### src/rtl/hilo_pkg.sv
// rtl/hilo_pkg.sv - shared state encoding and defaults for the HI/LO divide sequencer
package hilo_pkg;

   localparam int DEFAULT_WIDTH   = 32;
   localparam int DEFAULT_TIMEOUT = 64;

   typedef enum logic [2:0] {
      IDLE,
      ISSUE,
      WAIT,
      COMMIT,
      ZERO,
      TOUT
   } state_t;

endpackage

### src/rtl/hilo_ctrl.sv
// rtl/hilo_ctrl.sv - divide sequencer owning architectural HI/LO
// Latches operands, pulses the divider start, waits for completion with a timeout, commits HI/LO.
module hilo_ctrl
   import hilo_pkg::*;
#(
   parameter int WIDTH   = DEFAULT_WIDTH,
   parameter int TIMEOUT = DEFAULT_TIMEOUT
) (
   input  logic             clk,
   input  logic             reset,
   input  logic             op_start,
   input  logic [WIDTH-1:0] a_in,
   input  logic [WIDTH-1:0] b_in,
   output logic             div_start,
   output logic [WIDTH-1:0] div_a,
   output logic [WIDTH-1:0] div_b,
   input  logic [WIDTH-1:0] div_hi,
   input  logic [WIDTH-1:0] div_lo,
   input  logic             div_zero,
   input  logic             div_fim,
   input  logic             mt_hi,
   input  logic             mt_lo,
   input  logic [WIDTH-1:0] mt_data,
   output logic [WIDTH-1:0] hi_out,
   output logic [WIDTH-1:0] lo_out,
   output logic             busy,
   output logic             done,
   output logic             div0_exc,
   output logic             timeout_err
);

   localparam int CW = $clog2(TIMEOUT + 1);
   localparam logic [CW-1:0] CNT_LAST = CW'(TIMEOUT - 1);

   state_t           state_q, state_d;
   logic [CW-1:0]    cnt_q, cnt_d;
   logic [WIDTH-1:0] hi_q, hi_d, lo_q, lo_d;
   logic [WIDTH-1:0] a_q, a_d, b_q, b_d;
   logic             div_start_q, div_start_d;
   logic             done_q, done_d;
   logic             div0_exc_q, div0_exc_d;
   logic             timeout_err_q, timeout_err_d;

   always_ff @(posedge clk or negedge reset) begin
      if (!reset) begin
         state_q       <= IDLE;
         cnt_q         <= '0;
         hi_q          <= '0;
         lo_q          <= '0;
         a_q           <= '0;
         b_q           <= '0;
         div_start_q   <= 1'b0;
         done_q        <= 1'b0;
         div0_exc_q    <= 1'b0;
         timeout_err_q <= 1'b0;
      end else begin
         state_q       <= state_d;
         cnt_q         <= cnt_d;
         hi_q          <= hi_d;
         lo_q          <= lo_d;
         a_q           <= a_d;
         b_q           <= b_d;
         div_start_q   <= div_start_d;
         done_q        <= done_d;
         div0_exc_q    <= div0_exc_d;
         timeout_err_q <= timeout_err_d;
      end
   end

   // Pulse outputs are registered, so each is raised on the edge that enters its state.
   always_comb begin
      state_d       = state_q;
      cnt_d         = cnt_q;
      hi_d          = hi_q;
      lo_d          = lo_q;
      a_d           = a_q;
      b_d           = b_q;
      div_start_d   = 1'b0;
      done_d        = 1'b0;
      div0_exc_d    = 1'b0;
      timeout_err_d = 1'b0;

      case (state_q)
         IDLE: begin
            if (mt_hi) hi_d = mt_data;
            if (mt_lo) lo_d = mt_data;
            if (op_start) begin
               a_d = a_in;
               b_d = b_in;
               if (b_in == '0) begin
                  state_d    = ZERO;
                  div0_exc_d = 1'b1;
               end else begin
                  state_d     = ISSUE;
                  div_start_d = 1'b1;
               end
            end
         end
         ISSUE: begin
            cnt_d   = '0;
            state_d = WAIT;
         end
         WAIT: begin
            // A completion in the final counted cycle still wins over the timeout.
            if (div_fim) begin
               if (div_zero) begin
                  state_d    = ZERO;
                  div0_exc_d = 1'b1;
               end else begin
                  hi_d    = div_hi;
                  lo_d    = div_lo;
                  state_d = COMMIT;
                  done_d  = 1'b1;
               end
            end else if (cnt_q == CNT_LAST) begin
               state_d       = TOUT;
               timeout_err_d = 1'b1;
            end else begin
               cnt_d = cnt_q + CW'(1);
            end
         end
         COMMIT, ZERO, TOUT: state_d = IDLE;
         default: state_d = IDLE;
      endcase
   end

   assign div_start   = div_start_q;
   assign div_a       = a_q;
   assign div_b       = b_q;
   assign hi_out      = hi_q;
   assign lo_out      = lo_q;
   assign busy        = (state_q != IDLE);
   assign done        = done_q;
   assign div0_exc    = div0_exc_q;
   assign timeout_err = timeout_err_q;

endmodule

### config.mk
export PLATFORM = sky130hd
export DESIGN_NAME = hilo_ctrl
export DESIGN_NICKNAME = d
export VERILOG_FILES = /design/src/rtl/hilo_pkg.sv /design/src/rtl/hilo_ctrl.sv
export SDC_FILE = /design/constraint.sdc
export NUM_CORES = 1
export LEC_CHECK = 0
export CAP_MARGIN = 5
export CORE_MARGIN = 5
export CORE_UTILIZATION = 44
export CTS_CLUSTER_SIZE = 10
export DETAILED_ROUTE_END_ITERATION = 6
export GPL_ROUTABILITY_DRIVEN = 0
export GPL_TIMING_DRIVEN = 0
export PLACE_DENSITY_LB_ADDON = 0.25
export SKIP_CTS_REPAIR_TIMING = 1
export SLEW_MARGIN = 10
export SYNTH_ARGS = -nofsm -noshare
export SYNTH_HDL_FRONTEND = slang
export SYNTH_SLANG_ARGS = --single-unit
### constraint.sdc
create_clock -name clk -period 2.9 [get_ports clk]
set_clock_uncertainty 0.15 [all_clocks]
set_input_delay 0.58 -clock clk [delete_from_list [all_inputs] [get_ports clk]]
set_output_delay 0.58 -clock clk [all_outputs]
set_load 0.005 [all_outputs]
==> results.toml <==
[critical_path]
critPathKind = "register to primary output"
slowest_delay_ns = 0.48
end_kind = "primary output"
worstPathRequired_ns = 2.17
crit_path_start_kind = "register"
crit_chain = "nor2_1 > nand2_1 > clkdlybuf4s50_1"
path_max_fanout = 5
arrival_ns = 1.68
slowest_stage = "clkdlybuf4s50_1"

[power]
p_total_mw = 10.63
power_density_nw_per_um2 = 1064
max-vdd-ir-drop_mv = 0.6335
p_leak_nw = 4.135

[sta]
finalCriticalPeriod_ns = 2.405
setup-violations-final = 0
fin_crit_sh_pct = 82.94
fmax_mhz = 415.7
max_slew.worst_pin.slew_ns = 0.6962
hold_viol = 0
rsz0062_at_grt = "no"
fin_ws_ns = 0.4947
relSlewSlack_pct = 53.59
slew_viol_final = 0

[route]
avgViaCountPerCell = 5.261
routed_wl_mm = 20.18
ant_nets = 0
vias = 5545
drc = 0
drt_first_pass_iters = 5
drt-initial-drc-count = 317
wl_per_cell_um = 19.15

[logic_synthesis]
async_flop_share_pct = 100.0
yosysWarnings = 0
yosysUniqueCellTypes = 43
synth_top_cell_by_area = "dfrtp_1"
yosys_register_bits = 142
synthCells = 546
synth_ff_type = "dfrtp_1"
synth-edff-count = 0
ys_seq_area_share_pct = 57.61
synth_top_cells_by_area = "dfrtp_1, a21oi_1, mux2_2"
netlist.area_leader.share_pct = 57.61
syn_area_um2 = 6168
syn_nets = 714
syn_avg_cell_area_um2 = 11.30

[clock_network]
clock_latency_ns = 0.42
clock_path_buffers = 2
cts_buffers = 17
h-tree-depth = 4
clkTransAtPathRegs_ns = 0.06
cts_tree = "built"
cts_sinks = 142
cts_root_buf = "clkbuf_16"

[final_layout]
layout-drive-gt1-share_pct = 13.96
diodes = 0
syn_to_final_growth_pct = 61.95
layout_commonest_cell = "clkdlybuf4s50_1"
final-seq-area_um2 = 3553
nets = 1033
final_cell_mix = "clkdlybuf4s50_1, dfrtp_1, a21oi_1"
multi_input_area_um2 = 2401
fillCellCount = 987

[floorplanning]
fp.dieW_um = 128.4
die_area_um2 = 16490
fp-row-count = 43
start_util_pct = 44.61
coreArea_um2 = 13830
num_io_pins = 300
die_y_um = 128.4

[global_routing]
overflow = 0
antenna_found_initial = 0
grt_pass1_wl_mm = 31.38
grt_max_degree = 75
grt_pass1_vias = 6056
grt_usage_pct = 24.43

[place]
numPortBuffers = 299
dp_hpwl_mm = 15.75
place_ws_ns = 0.2609

[flow_run]
drv_cap = 0

[min_path]
hold_path_class = "input port to asynchronous set/reset pin"

[status]
status = "finished clean"
power breakdown:
part	switching (mW)	leakage, nW	total [mW]	internal [mW]
sequential	0.526	1.64	3.48	2.95
combinational	2.09	2.21	5.00	2.90
clock	0.784	0.283	2.16	1.37
registers in the layout, summed over array words and instances (netlist names), 3 cells and up:
name / cells
hi_out: 32
cnt_q: 7
div_a: 32
div_b: 32
state_q: 3
lo_out: 32
through the flow:
step                instance area, µm²  utilization, %  hold slack, ns  TNS, ns  cells
global route                      9990           72.25         0.08299        0   1054
floorplan                         6168               -          0.1344        0    546
detailed placement                9415           68.09          0.3245        0   1026
global placement                  9387           67.89          0.3235  -621.16   1025
finish                            9990           72.25         0.02084        0   1054
CTS                               9990           72.25         0.05368        0   1054
metal layers:
metal	routed length, µm	vias to the layer above	global-route usage, %	part of all wire, %
met5	0	-	0	0
met4	772	0	10.74	3.8
met3	1579	54	8.759	7.8
met2	10250	223	41.37	51
met1	7582	2706	27.89	38
li1	-	2562	-	-
critical path: cells and delay by family, from the launching register on:
kind | cells | cell delay [ns]
simple gates | 2 | 0.37
buf+inv | 1 | 0.48
flops | 1 | 0.42
area by class of cell:
class / instances / area share (%)
sequential: 142 / 35.57
clock inverter: 8 / 1.177
inverter: 4 / 0.1503
buffer: 37 / 1.991
timing repair buffer: 300 / 30.25
clock buffer: 20 / 4.572
multi-input combinational: 363 / 24.04
tap: 180 / 2.255
path summary, 6_finish.rpt:
kind	startpoint	to	slack [ns]	depth (start not counted)
worst min register to register	div_a[30]$_DFFE_PN0P_	div_a[30]$_DFFE_PN0P_	0.34	1
min in group clk	div_a[30]$_DFFE_PN0P_	div_a[30]$_DFFE_PN0P_	0.34	1
max in group asynchronous	reset	div_b[16]$_DFFE_PN0P_	1.79	2
worst max register to register	state_q[2]$_DFFE_PN0P_	lo_out[27]$_DFFE_PN0P_	0.82	6
worst max-delay path	state_q[0]$_DFFE_PN0P_	busy	0.49	3
worst min-delay path	reset	hi_out[7]$_DFFE_PN0P_	0.02	1
cell usage after synthesis, drive strengths merged (2+ instances only):
cell,count
nand2b,3
nand3,2
nand3b,2
a211oi,3
buf,26
o2bb2ai,2
nand4,4
nand2,7
nor4,9
clkbuf,11
nor2b,35
inv,4
dfrtp,142
a21oi,135
o21ai,5
mux2,64
and3,5
nor2,68
cell families after synthesis:
kind of cell,Yosys count,synth area share (%)
AO/OA/AOI/OAI,156,13.89
adder cells (fa/ha/maj),1,0.2028
flip-flops,142,57.61
buffers and inverters,41,3.468
multiplexers,65,13.31
AND/OR/NAND/NOR,141,11.52
Power figures use the tool's default switching activity.
